<file path="src/rtl/bram_addr_arbiter_pkg.sv">
// Shared widths, state encoding, owner constants and the round-robin pick
// used by the BRAM address arbiter.
package bram_addr_arbiter_pkg;

    localparam int ADDR_W = 14;
    localparam int LEN_W  = 8;

    typedef enum logic {
        IDLE  = 1'b0,
        BURST = 1'b1
    } arb_state_e;

    localparam logic OWN0 = 1'b0;
    localparam logic OWN1 = 1'b1;

    // Requester 1 wins when it is alone, or when both ask and 0 was served last.
    function automatic logic rr_pick(input logic req0, input logic req1, input logic last);
        return (req1 && (!req0 || (last == OWN0))) ? OWN1 : OWN0;
    endfunction

endpackage

</file>
<file path="src/rtl/bram_addr_arbiter_if.sv">
// Requester/BRAM-port bundle of the address arbiter plus a debug view of its FSM.
interface bram_addr_arbiter_if;
    import bram_addr_arbiter_pkg::*;

    // Handshake: a requester raises reqN with baseN/lenN stable and holds them
    // until gntN pulses for one cycle; it must drop reqN once gntN is seen.
    // doneN pulses on the last beat (or together with gntN for a zero-length burst).
    logic              req0;
    logic              req1;
    logic [ADDR_W-1:0] base0;
    logic [ADDR_W-1:0] base1;
    logic [LEN_W-1:0]  len0;
    logic [LEN_W-1:0]  len1;
    logic              gnt0;
    logic              gnt1;
    logic              done0;
    logic              done1;
    logic [ADDR_W-1:0] mem_addr;
    logic              rd_en;
    logic              sel;
    logic              rd_valid;
    logic              rd_owner;
    logic              busy;
    arb_state_e        dbg_state;

    modport master (
        output req0, req1, base0, base1, len0, len1,
        input  gnt0, gnt1, done0, done1, mem_addr, rd_en, sel,
               rd_valid, rd_owner, busy, dbg_state
    );

    modport slave (
        input  req0, req1, base0, base1, len0, len1,
        output gnt0, gnt1, done0, done1, mem_addr, rd_en, sel,
               rd_valid, rd_owner, busy, dbg_state
    );

endinterface

</file>
<file path="src/rtl/bram_addr_arbiter_addr_burst_counter.sv">
// Burst address walker: latches base/len on load, advances one beat per step,
// and flags the current and the upcoming last beat.
module addr_burst_counter
    import bram_addr_arbiter_pkg::*;
(
    input  logic              clk,
    input  logic              rst_n,
    input  logic              load,
    input  logic              step,
    input  logic [ADDR_W-1:0] base_in,
    input  logic [LEN_W-1:0]  len_in,
    output logic [ADDR_W-1:0] mem_addr,
    output logic              last,
    output logic              next_last
);

    logic [ADDR_W-1:0] base_q, base_d;
    logic [LEN_W-1:0]  len_q, len_d;
    logic [LEN_W-1:0]  count_q, count_d;
    logic [ADDR_W-1:0] addr_q, addr_d;
    logic [LEN_W-1:0]  count_inc;
    logic [LEN_W-1:0]  len_m1;

    always_comb begin
        base_d    = base_q;
        len_d     = len_q;
        count_d   = count_q;
        addr_d    = addr_q;
        count_inc = count_q + LEN_W'(1);
        len_m1    = len_q - LEN_W'(1);
        if (load) begin
            base_d  = base_in;
            len_d   = len_in;
            count_d = '0;
            addr_d  = base_in;
        end else if (step) begin
            count_d = count_inc;
            // Address arithmetic is modulo 2^ADDR_W, so 0x3FFF rolls to 0x0000.
            addr_d  = base_q + {{(ADDR_W-LEN_W){1'b0}}, count_inc};
        end
    end

    always_ff @(posedge clk or negedge rst_n) begin
        if (!rst_n) begin
            base_q  <= '0;
            len_q   <= '0;
            count_q <= '0;
            addr_q  <= '0;
        end else begin
            base_q  <= base_d;
            len_q   <= len_d;
            count_q <= count_d;
            addr_q  <= addr_d;
        end
    end

    assign mem_addr  = addr_q;
    assign last      = (count_q == len_m1);
    assign next_last = (count_inc == len_m1);

endmodule

</file>
<file path="src/rtl/bram_addr_arbiter.sv">
// Two-requester round-robin arbiter for one BRAM read port: grants bursts,
// sequences beat addresses and returns a read-valid aligned to 1-cycle latency.
module bram_addr_arbiter
    import bram_addr_arbiter_pkg::*;
(
    input  logic                 clk,
    input  logic                 rst_n,
    bram_addr_arbiter_if.slave   bus
);

    arb_state_e        state_q, state_d;
    logic              last_q, last_d;
    logic              sel_q, sel_d;
    logic              gnt0_q, gnt0_d;
    logic              gnt1_q, gnt1_d;
    logic              done0_q, done0_d;
    logic              done1_q, done1_d;
    logic              rd_valid_q, rd_valid_d;
    logic              rd_owner_q, rd_owner_d;

    logic              winner;
    logic [ADDR_W-1:0] win_base;
    logic [LEN_W-1:0]  win_len;
    logic              cnt_load;
    logic              cnt_step;
    logic              cnt_last;
    logic              cnt_next_last;
    logic [ADDR_W-1:0] cnt_addr;

    addr_burst_counter u_cnt (
        .clk       (clk),
        .rst_n     (rst_n),
        .load      (cnt_load),
        .step      (cnt_step),
        .base_in   (win_base),
        .len_in    (win_len),
        .mem_addr  (cnt_addr),
        .last      (cnt_last),
        .next_last (cnt_next_last)
    );

    always_comb begin
        state_d    = state_q;
        last_d     = last_q;
        sel_d      = sel_q;
        gnt0_d     = 1'b0;
        gnt1_d     = 1'b0;
        done0_d    = 1'b0;
        done1_d    = 1'b0;
        cnt_load   = 1'b0;
        cnt_step   = 1'b0;
        winner     = rr_pick(bus.req0, bus.req1, last_q);
        win_base   = (winner == OWN1) ? bus.base1 : bus.base0;
        win_len    = (winner == OWN1) ? bus.len1 : bus.len0;
        rd_valid_d = (state_q == BURST);
        rd_owner_d = sel_q;

        case (state_q)
            IDLE: begin
                if (bus.req0 || bus.req1) begin
                    sel_d  = winner;
                    gnt0_d = (winner == OWN0);
                    gnt1_d = (winner == OWN1);
                    if (win_len == '0) begin
                        // Zero-length burst: acknowledge and finish in one cycle.
                        done0_d = (winner == OWN0);
                        done1_d = (winner == OWN1);
                        last_d  = winner;
                    end else begin
                        state_d  = BURST;
                        cnt_load = 1'b1;
                        done0_d  = (win_len == LEN_W'(1)) && (winner == OWN0);
                        done1_d  = (win_len == LEN_W'(1)) && (winner == OWN1);
                    end
                end
            end
            BURST: begin
                if (cnt_last) begin
                    state_d = IDLE;
                    last_d  = sel_q;
                end else begin
                    cnt_step = 1'b1;
                    done0_d  = cnt_next_last && (sel_q == OWN0);
                    done1_d  = cnt_next_last && (sel_q == OWN1);
                end
            end
            default: state_d = IDLE;
        endcase
    end

    always_ff @(posedge clk or negedge rst_n) begin
        if (!rst_n) begin
            state_q    <= IDLE;
            last_q     <= OWN1;
            sel_q      <= OWN0;
            gnt0_q     <= 1'b0;
            gnt1_q     <= 1'b0;
            done0_q    <= 1'b0;
            done1_q    <= 1'b0;
            rd_valid_q <= 1'b0;
            rd_owner_q <= 1'b0;
        end else begin
            state_q    <= state_d;
            last_q     <= last_d;
            sel_q      <= sel_d;
            gnt0_q     <= gnt0_d;
            gnt1_q     <= gnt1_d;
            done0_q    <= done0_d;
            done1_q    <= done1_d;
            rd_valid_q <= rd_valid_d;
            rd_owner_q <= rd_owner_d;
        end
    end

    assign bus.gnt0      = gnt0_q;
    assign bus.gnt1      = gnt1_q;
    assign bus.done0     = done0_q;
    assign bus.done1     = done1_q;
    assign bus.mem_addr  = cnt_addr;
    assign bus.rd_en     = (state_q == BURST);
    assign bus.busy      = (state_q == BURST);
    assign bus.sel       = sel_q;
    assign bus.rd_valid  = rd_valid_q;
    assign bus.rd_owner  = rd_owner_q;
    assign bus.dbg_state = state_q;

endmodule
</file>
<file path="src/flat_wrapper.sv">
// flat-port wrapper written by rule: the top's interface ports become plain ports
module bram_addr_arbiter_flat import bram_addr_arbiter_pkg::*;
  (clk, rst_n, bus_req0, bus_req1, bus_base0, bus_base1, bus_len0, bus_len1, bus_gnt0, bus_gnt1, bus_done0, bus_done1, bus_mem_addr, bus_rd_en, bus_sel, bus_rd_valid, bus_rd_owner, bus_busy, bus_dbg_state);
  bram_addr_arbiter_if bus_i ();
  input  logic clk;
  input  logic rst_n;
  input wire logic [$bits(bus_i.req0)-1:0] bus_req0;
  input wire logic [$bits(bus_i.req1)-1:0] bus_req1;
  input wire logic [$bits(bus_i.base0)-1:0] bus_base0;
  input wire logic [$bits(bus_i.base1)-1:0] bus_base1;
  input wire logic [$bits(bus_i.len0)-1:0] bus_len0;
  input wire logic [$bits(bus_i.len1)-1:0] bus_len1;
  output wire logic [$bits(bus_i.gnt0)-1:0] bus_gnt0;
  output wire logic [$bits(bus_i.gnt1)-1:0] bus_gnt1;
  output wire logic [$bits(bus_i.done0)-1:0] bus_done0;
  output wire logic [$bits(bus_i.done1)-1:0] bus_done1;
  output wire logic [$bits(bus_i.mem_addr)-1:0] bus_mem_addr;
  output wire logic [$bits(bus_i.rd_en)-1:0] bus_rd_en;
  output wire logic [$bits(bus_i.sel)-1:0] bus_sel;
  output wire logic [$bits(bus_i.rd_valid)-1:0] bus_rd_valid;
  output wire logic [$bits(bus_i.rd_owner)-1:0] bus_rd_owner;
  output wire logic [$bits(bus_i.busy)-1:0] bus_busy;
  output wire logic [$bits(bus_i.dbg_state)-1:0] bus_dbg_state;
  assign bus_i.req0 = bus_req0;
  assign bus_i.req1 = bus_req1;
  assign bus_i.base0 = bus_base0;
  assign bus_i.base1 = bus_base1;
  assign bus_i.len0 = bus_len0;
  assign bus_i.len1 = bus_len1;
  assign bus_gnt0 = bus_i.gnt0;
  assign bus_gnt1 = bus_i.gnt1;
  assign bus_done0 = bus_i.done0;
  assign bus_done1 = bus_i.done1;
  assign bus_mem_addr = bus_i.mem_addr;
  assign bus_rd_en = bus_i.rd_en;
  assign bus_sel = bus_i.sel;
  assign bus_rd_valid = bus_i.rd_valid;
  assign bus_rd_owner = bus_i.rd_owner;
  assign bus_busy = bus_i.busy;
  assign bus_dbg_state = bus_i.dbg_state;
  bram_addr_arbiter u_core (.clk(clk), .rst_n(rst_n), .bus(bus_i));
endmodule
</file>
<file path="config.mk">
export PLATFORM = sky130hd
export DESIGN_NAME = bram_addr_arbiter_flat
export DESIGN_NICKNAME = d
export VERILOG_FILES = /design/src/rtl/bram_addr_arbiter_pkg.sv /design/src/rtl/bram_addr_arbiter_if.sv /design/src/rtl/bram_addr_arbiter_addr_burst_counter.sv /design/src/rtl/bram_addr_arbiter.sv /design/src/flat_wrapper.sv
export SDC_FILE = /design/constraint.sdc
export NUM_CORES = 1
export LEC_CHECK = 0
export CAP_MARGIN = 20
export CORE_MARGIN = 2
export CORE_UTILIZATION = 46
export DETAILED_ROUTE_END_ITERATION = 7
export GPL_TIMING_DRIVEN = 0
export HOLD_SLACK_MARGIN = 0.15
export PLACE_DENSITY = 0.76
export SYNTH_ARGS = -nofsm -noshare
export SYNTH_HDL_FRONTEND = slang
export SYNTH_HIERARCHICAL = 1
export SYNTH_SLANG_ARGS = --single-unit
</file>
<file path="constraint.sdc">
create_clock -name clk -period 2.7 [get_ports clk]
set_input_delay 0.405 -clock clk [delete_from_list [all_inputs] [get_ports clk]]
set_output_delay 0.405 -clock clk [all_outputs]
set_load 0.05 [all_outputs]
</file>
==> metrics <==
fin cells=516; clk root buf=clkbuf_8; DP Area=4214 sq um; Post-synth EDFFs=0; CTS Buf Count=5; CTS H-tree depth=2; CP arrival=2820 ps; Worst Skew=8.199 ps; Vias=2760; CP endpoint kind=flop; fraction of layout cells with a size suffix above 1=a little under a quarter; f_max=385.0 MHz; CTS Sinks=53; Worst slew margin=56.07%; top_reg_cell synth=dfrtp_1; flop2flop setup slack=170 ps; DRC viols=0; Inserted Diodes=0; grt ovf=0; Die Span Y=a little under 90 microns; register area share after synthesis=39.46%; WL per Instance=16.12 microns; Global Route Usage Sum=22.13%; Async SR Flop Fraction=between 90% and 100%; synth top area cells=dfrtp_1 39%, mux2_2 11%, xnor2_1 5.2%, xor2_1 4.7%, ha_1 4.5%; fin. max-slew vios=0; Compound-Gate Fraction of Synth Area=11.71%; Avg Vias per Cell=5.349; Synth Instances=about 330; initial antenna violation count=0; die area=~8000 sq um; initial drt markers=122; post-route cell area=4539 sq um; Synth Net Count=390; core footprint=7176 sq um; Least-Margin Pin Slew=658.9 ps; post-route setup TNS=0 ps; part of the cycle the worst path needs=96.20%; kind of critical path=primary input to flop; hold_ws=just under 500 ps; pre-CTS setup slack=-550.1 ps; area share of the largest cell type after synthesis=between 30% and 40%; YS warnings=6; vias in the first global route=2898; Routability Congestion=0.8625; final net count=477; Avg Synthesized Cell Area=10.23 sq um; Clock Tree Buf Depth=2; io pins=72; TritonRoute pass-1 iters=6; dpl hpwl=6170 microns; IO buf count=71; Placed Cells=500; RSZ-0062 raised after global routing=true; Netlist Area Pre-Place=between 3000 and 4000 sq um; outcome=complete, no violations; die extent in x=between 80 and 90 microns; Reg-to-Reg Start=u_core/u_cnt/len_q[1]$_DFFE_PN0P_; clock latency on the worst-skew pair=310 ps; hold_sp=u_core/u_cnt/base_q[13]$_DFFE_PN0P_; leading area contributor after synthesis=dfrtp_1; Worst Hold Class=flop to flop; # Max-Cap Violations=0; Synth cell types=59; most frequent cells after synthesis=52 x dfrtp_1, 32 x mux2_2, 25 x nand2_1; CP Launch Point=bus_len1[5]; post-route setup slack=~100 ps; CTS tree=yes; Fillers=~600; largest family of logic cells by synthesized area=simple AND/OR/NAND/NOR gates; Simple-Gate Fraction of Synth Area=15.17%; post-synthesis mux area share=between 10 and 15%; final-report hold violation count=0; first-pass GRT wire length=roughly 14000 microns; Leak=1.916 nW; Post-Route WL=8317 microns; initial core utilization=46.89%; Final setup viols=0; crit start category=primary input; min cycle time layout=2597 ps; FP Rows=31; Worst EP required=2920 ps; Synth Register Bits=53; pwr dens=about 1300 nW/um^2; most common cell in the netlist=dfrtp_1; Synth Area in XOR/XNOR=10.56%; post-synthesis adder-cell area fraction=under 10%; P&R area growth vs syn=34.92%; Post-DRT Antenna Nets=0; Reg clk slew, reported paths=90 ps; largest net degree at the start of global routing=29; worst vdd ir=603.7 uV; CP Max Fanout=5
==> repair_timing <==
action,4_1_cts,5_1_grt
endpoints found under the hold margin,27,0
endpoints found under the setup margin,30,35
buffers inserted,3,5
hold buffers,1,0
resized for setup,13,23
pin swaps,3,5
==> stage by stage <==
step | util [%] | power, mW
after global routing | 63.26 | 6.171
after floorplan | - | 3.998
after detailed placement | 58.73 | 4.882
after global placement | 58.52 | 4.794
after CTS | 61.38 | 5.554
final | 63.26 | 5.737
==> kinds of logic (layout without fill, tap and decap cells) <==
kind of cell / after synthesis / after routing
AO/OA/AOI/OAI: 59 / 59
XOR/XNOR: 39 / 39
adder cells (fa/ha/maj): 13 / 13
buffers and inverters: 32 / 120
flip-flops: 53 / 53
multiplexers: 41 / 41
AND/OR/NAND/NOR: 92 / 92
==> cells in the final DEF, fill, tap and decap left out, drive strengths merged, types with 8 or more instances in the layout <==
cell type,count
o21ai,28
nor2,23
inv,13
clkbuf,9
dfrtp,52
mux2,35
ha,12
xor2,18
buf,25
xnor2,20
nand2,25
nor3,8
clkdlybuf4s50,70
==> path summary, 6_finish.rpt <==
| path | to | depth (start not counted) |
|---|---|---|
| max in group asynchronous | u_core/last_q$_DFFE_PN1P_ | 3 |
| worst min register to register | u_core/u_cnt/mem_addr[13]$_DFFE_PN0P_ | 1 |
| worst min-delay path | u_core/u_cnt/mem_addr[13]$_DFFE_PN0P_ | 1 |
| worst max-delay path | u_core/u_cnt/mem_addr[11]$_DFFE_PN0P_ | 10 |
| min in group asynchronous | u_core/bus.rd_valid$_DFF_PN0_ | 2 |
| worst max register to register | u_core/u_cnt/mem_addr[11]$_DFFE_PN0P_ | 12 |
==> area by class of cell <==
cell class	instances	area [sq um]	area share [%]
buffer	18	113.9	2.508
clock buffer	6	82.58	1.819
clock inverter	2	37.54	0.8269
inverter	13	48.80	1.075
multi-input combinational	244	2008	44.24
sequential	53	1329	29.27
tap	99	123.9	2.729
timing repair buffer	81	795.8	17.53
==> worst max-delay path, stage by stage <==
cell             delay, ps
clkdlybuf4s50_1        420
or4_4                  560
nor4_4                 170
a32oi_1                170
nor2b_4                190
nor2b_2                180
and3_4                 230
o211ai_1               110
and3_1                 180
nor3_1                 200
==> layer usage <==
layer	part of all wire, %	track usage [%]	up-vias
met5	0	0	-
met4	1.1	6.106	0
met3	4.4	3.509	9
met2	51	39.73	82
met1	44	27.49	1339
li1	-	-	1330
==> state kept, by name, indices dropped and copies added, names as in the netlist <==
| signal | cells |
|---|---|
| u_core/u_cnt/len_q | 8 |
| u_core/bus.rd_valid | 1 |
| u_core/last_q | 1 |
| u_core/bus.done1 | 1 |
| u_core/bus.sel | 1 |
| u_core/bus.busy | 1 |
| u_core/u_cnt/count_q | 8 |
| u_core/u_cnt/mem_addr | 14 |
| u_core/bus.rd_owner | 1 |
| u_core/bus.gnt1 | 1 |
| u_core/bus.gnt0 | 1 |
| u_core/u_cnt/base_q | 14 |
| u_core/bus.done0 | 1 |
==> power by group <==
part | switching (mW) | leakage (nW) | total, mW | internal [mW]
clock | 0.273 | 0.0574 | 0.575 | 0.302
sequential | 0.300 | 0.640 | 1.47 | 1.17
combinational | 2.04 | 1.22 | 3.69 | 1.64
(Power assumes the default switching activity.)
==> variant 1, RTL diff (config.mk and constraints unchanged) <==
Set the package constant `LEN_W` to 4 (it was 8).
--- a/src/rtl/bram_addr_arbiter_pkg.sv
+++ b/src/rtl/bram_addr_arbiter_pkg.sv
@@ -3,7 +3,7 @@
 package bram_addr_arbiter_pkg;
 
     localparam int ADDR_W = 14;
-    localparam int LEN_W  = 8;
+    localparam int LEN_W  = 4;
 
     typedef enum logic {
         IDLE  = 1'b0,
Ports: changed (resized bus_len0 and bus_len1); port bits go from 72 to 64. No check against the original RTL was run, so the function may have changed too.
==> variant 1 against the original RTL <==
- die area down 22%
- final cell count shrank 14%
- total power down 19%
- clock skew is 0.0014 ns higher
- synthesized area down 23%
- first-iteration DRC count fell by 5.7%
- worst setup slack gained 0.031 ns
- design area is 22% lower
- sequential cell count fell by 8
- wire length shrank 27%
- sequential power decreased by 15%
- critical endpoint is now u_core/u_cnt/mem_addr[13]
- largest power group unchanged
==> variant 1: results (changes against the original RTL) <==
Critical path
  • R2R Setup Slk: 0.21 ns (+0.04 ns)
  • Critical R2R Capture: u_core/u_cnt/mem_addr[8]
  • CP arrival: 2.76 ns (-0.06 ns)

Yosys
  • Library cells used by synthesis: 48 (-19%)
  • Post-Syn Nets: 339 (-13%)
  • Synth Area in Adders: 3.686% (-1.4 points)
  • Synth top cells by count: nand2_1 (81), dfrtp_1 (44), o21ai_0 (19)

Layout
  • Clk cell area share: 3.236% (+0.59 points)
  • Final nets: 417 (-13%)
  • Fraction of standard cell area in multi-input logic: 38.48% (-5.8 points)
  • Non-clk bufs: 85 (-14%)
  • Area growth, synth to finish: 37.88%
  • Logic inverters: 18 (+5)
  • Buffering overhead: 22.16% (+2.1 points)
  • Non-Filler Instances: 443 (-14%)

Routing
  • DRT Wirelength: 6.035 mm (-27%)
  • Wl on met1: 2.759 mm (-24%)
  • Iteration-0 DRC count of the detailed router: 115 (-5.7%)
  • Met2 WL: 2.982 mm (-30%)

Clock tree
  • Post-CTS sizing: 7 (-6)
  • # clock sinks: 45 (-15%)

Power and ir drop
  • Gate power share: 61.7% (-2.6 points)
  • Leak: 0.001641 uW (-14%)
  • Sw Pwr: 2179 uW (-17%)
  • Clock network power share: 11.2% (+1.2 points)

Timing
  • Slew HR: 60.24% (+4.2 points)

Global routing
  • Met2 track demand over resource: 34.96% (-4.8 points)
  • Vias in the first global route: 2,172 (-25%)

Placement
  • Routability cong.: 0.7836 (-9.1%)
  • Pre-CTS setup slack: -0.4007 ns (+0.1493 ns)

Worst hold path
  • Hold depth: 2 (+1)

Die
  • Core area: 5473 sq um (-24%)

Run status
  • Status: finished clean
## variant 1: cell types whose count changed in the layout (fill, tap and decap cells not counted), sizes merged, moves of 8 or more
cell           change
buf               -12
clkdlybuf4s50     -14
dfrtp              -8
mux2              -27
nand2             +56
nor2              -11
xor2              -15
## variant 1: worst max path at each step
stage / to / slack [ns] / startpoint
detailed placement: u_core/u_cnt/mem_addr[13] / -0.40 / bus_len0[1]
floorplan: u_core/u_cnt/mem_addr[11] / 0.26 / u_core/u_cnt/len_q[0]
global route: u_core/u_cnt/mem_addr[8] / 0.01 / u_core/u_cnt/count_q[1]
finish: u_core/u_cnt/mem_addr[13] / 0.13 / bus_len1[0]
global placement: u_core/u_cnt/mem_addr[13] / -0.37 / bus_len0[1]
CTS: u_core/u_cnt/mem_addr[12] / 0.006 / bus_len1[1]
==> variant 2, RTL diff (config.mk and constraints unchanged) <==
Made on the original files. `addr_q` no longer has a reset.
--- a/src/rtl/bram_addr_arbiter_addr_burst_counter.sv
+++ b/src/rtl/bram_addr_arbiter_addr_burst_counter.sv
@@ -45,13 +45,15 @@
             base_q  <= '0;
             len_q   <= '0;
             count_q <= '0;
-            addr_q  <= '0;
         end else begin
             base_q  <= base_d;
             len_q   <= len_d;
             count_q <= count_d;
-            addr_q  <= addr_d;
         end
+    end
+
+    always_ff @(posedge clk) begin
+        addr_q <= addr_d;
     end
 
     assign mem_addr  = addr_q;
Behaviour: not the same (Yosys sat finds a counterexample within 4 cycles, from zero or initial values and one cycle with rst_n low).
==> variant 2 against the original RTL <==
- sequential cell count stayed put
- combinational power down 15%
- synthesized area shrank 5.6%
- wire length shrank 11%
- clock skew is 0.0029 ns higher
- highest routed layer unchanged
- largest cell class unchanged
- die area shrank 5.3%
- design area is 4.5% lower
- register-to-register slack worse by 0.08 ns
- total power is 8.4% lower
- synthesized cell count fell by 5.5%
- clock power down 2%
- worst setup slack lost 0.088 ns
==> variant 2: results (changes against the original RTL) <==
Power and ir drop
  • Sw frac: 44.34% (-1.3 points)
  • Peak VDD IR: 0.0004533 V (-25%)
  • Leak: 0.001847 uW (-3.6%)

Yosys
  • Post-synthesis mux area share: 11.62% (-1.9 points)
  • Post-synthesis sequential area ratio: 43.99% (+4.5 points)
  • Synth Area in Adders: 5.356% (+0.30 points)
  • Ys async rst share: 73.58% (-26 points)

Placement
  • Pre-CTS setup slack: -0.4246 ns (+0.1254 ns)
  • Placed Cells: 463 (-7.4%)
  • Placed Instance Area: 4010 sq um (-4.8%)
  • Routability cong.: 0.8370 (-3.0%)

Critical path
  • CP max stage delay: 0.50 ns (-0.06 ns)

Global routing
  • Met2 track demand over resource: 34.98% (-4.8 points)
  • First-pass GRT wire length: 11.76 mm (-13%)
  • Pin count of the biggest net entering global routing: 23 (-21%)

Layout
  • Logic inverters: 20 (+7)
  • Multi-input comb cells: 222 (-9.0%)
  • Non-clk bufs: 95 (-4.0%)
  • Fraction of standard cell area in multi-input logic: 40.23% (-4.0 points)
  • Buffering overhead: 20.78% (+0.74 points)

Timing
  • Slew HR: 65.80% (+9.7 points)

Routing
  • WL/cell: 15.57 um (-3.4%)
  • Iteration-0 DRC count of the detailed router: 108 (-11%)
  • Wl on met1: 3.170 mm (-13%)
  • Met2 WL: 3.816 mm (-9.9%)

Worst hold path
  • Hold depth: 2 (+1)

Run status
  • Status: finished clean
-- variant 2: what timing repair did --
action,4_1_cts,5_1_grt
hold endpoints to repair,16,0
hold buffers,1,0
endpoints found under the setup margin,28,35
buffers inserted,0,8
gates resized for setup,13,26
pin swaps,0,11
-- variant 2: power by group through the flow --
stage	logic [uW]	clock network (uW)	registers [uW]
floorplan	1700	0	1970
global placement	2810	0	1520
detailed placement	2910	0	1530
CTS	2960	570	1530
global route	3410	601	1580
finish	3150	562	1540
-- variant 2: path summary, 6_finish.rpt --
check                                       endpoint                     from  slack [ns]
max in group asynchronous    u_core/u_cnt/count_q[1]                    rst_n        1.65
min in group asynchronous        u_core/bus.rd_valid                    rst_n        0.58
hold reg to reg                        u_core/last_q            u_core/last_q        0.50
setup / recovery           u_core/u_cnt/mem_addr[11]              bus_len1[3]        0.01
hold / removal                         u_core/last_q            u_core/last_q        0.50
setup reg to reg           u_core/u_cnt/mem_addr[11]  u_core/u_cnt/count_q[0]        0.09
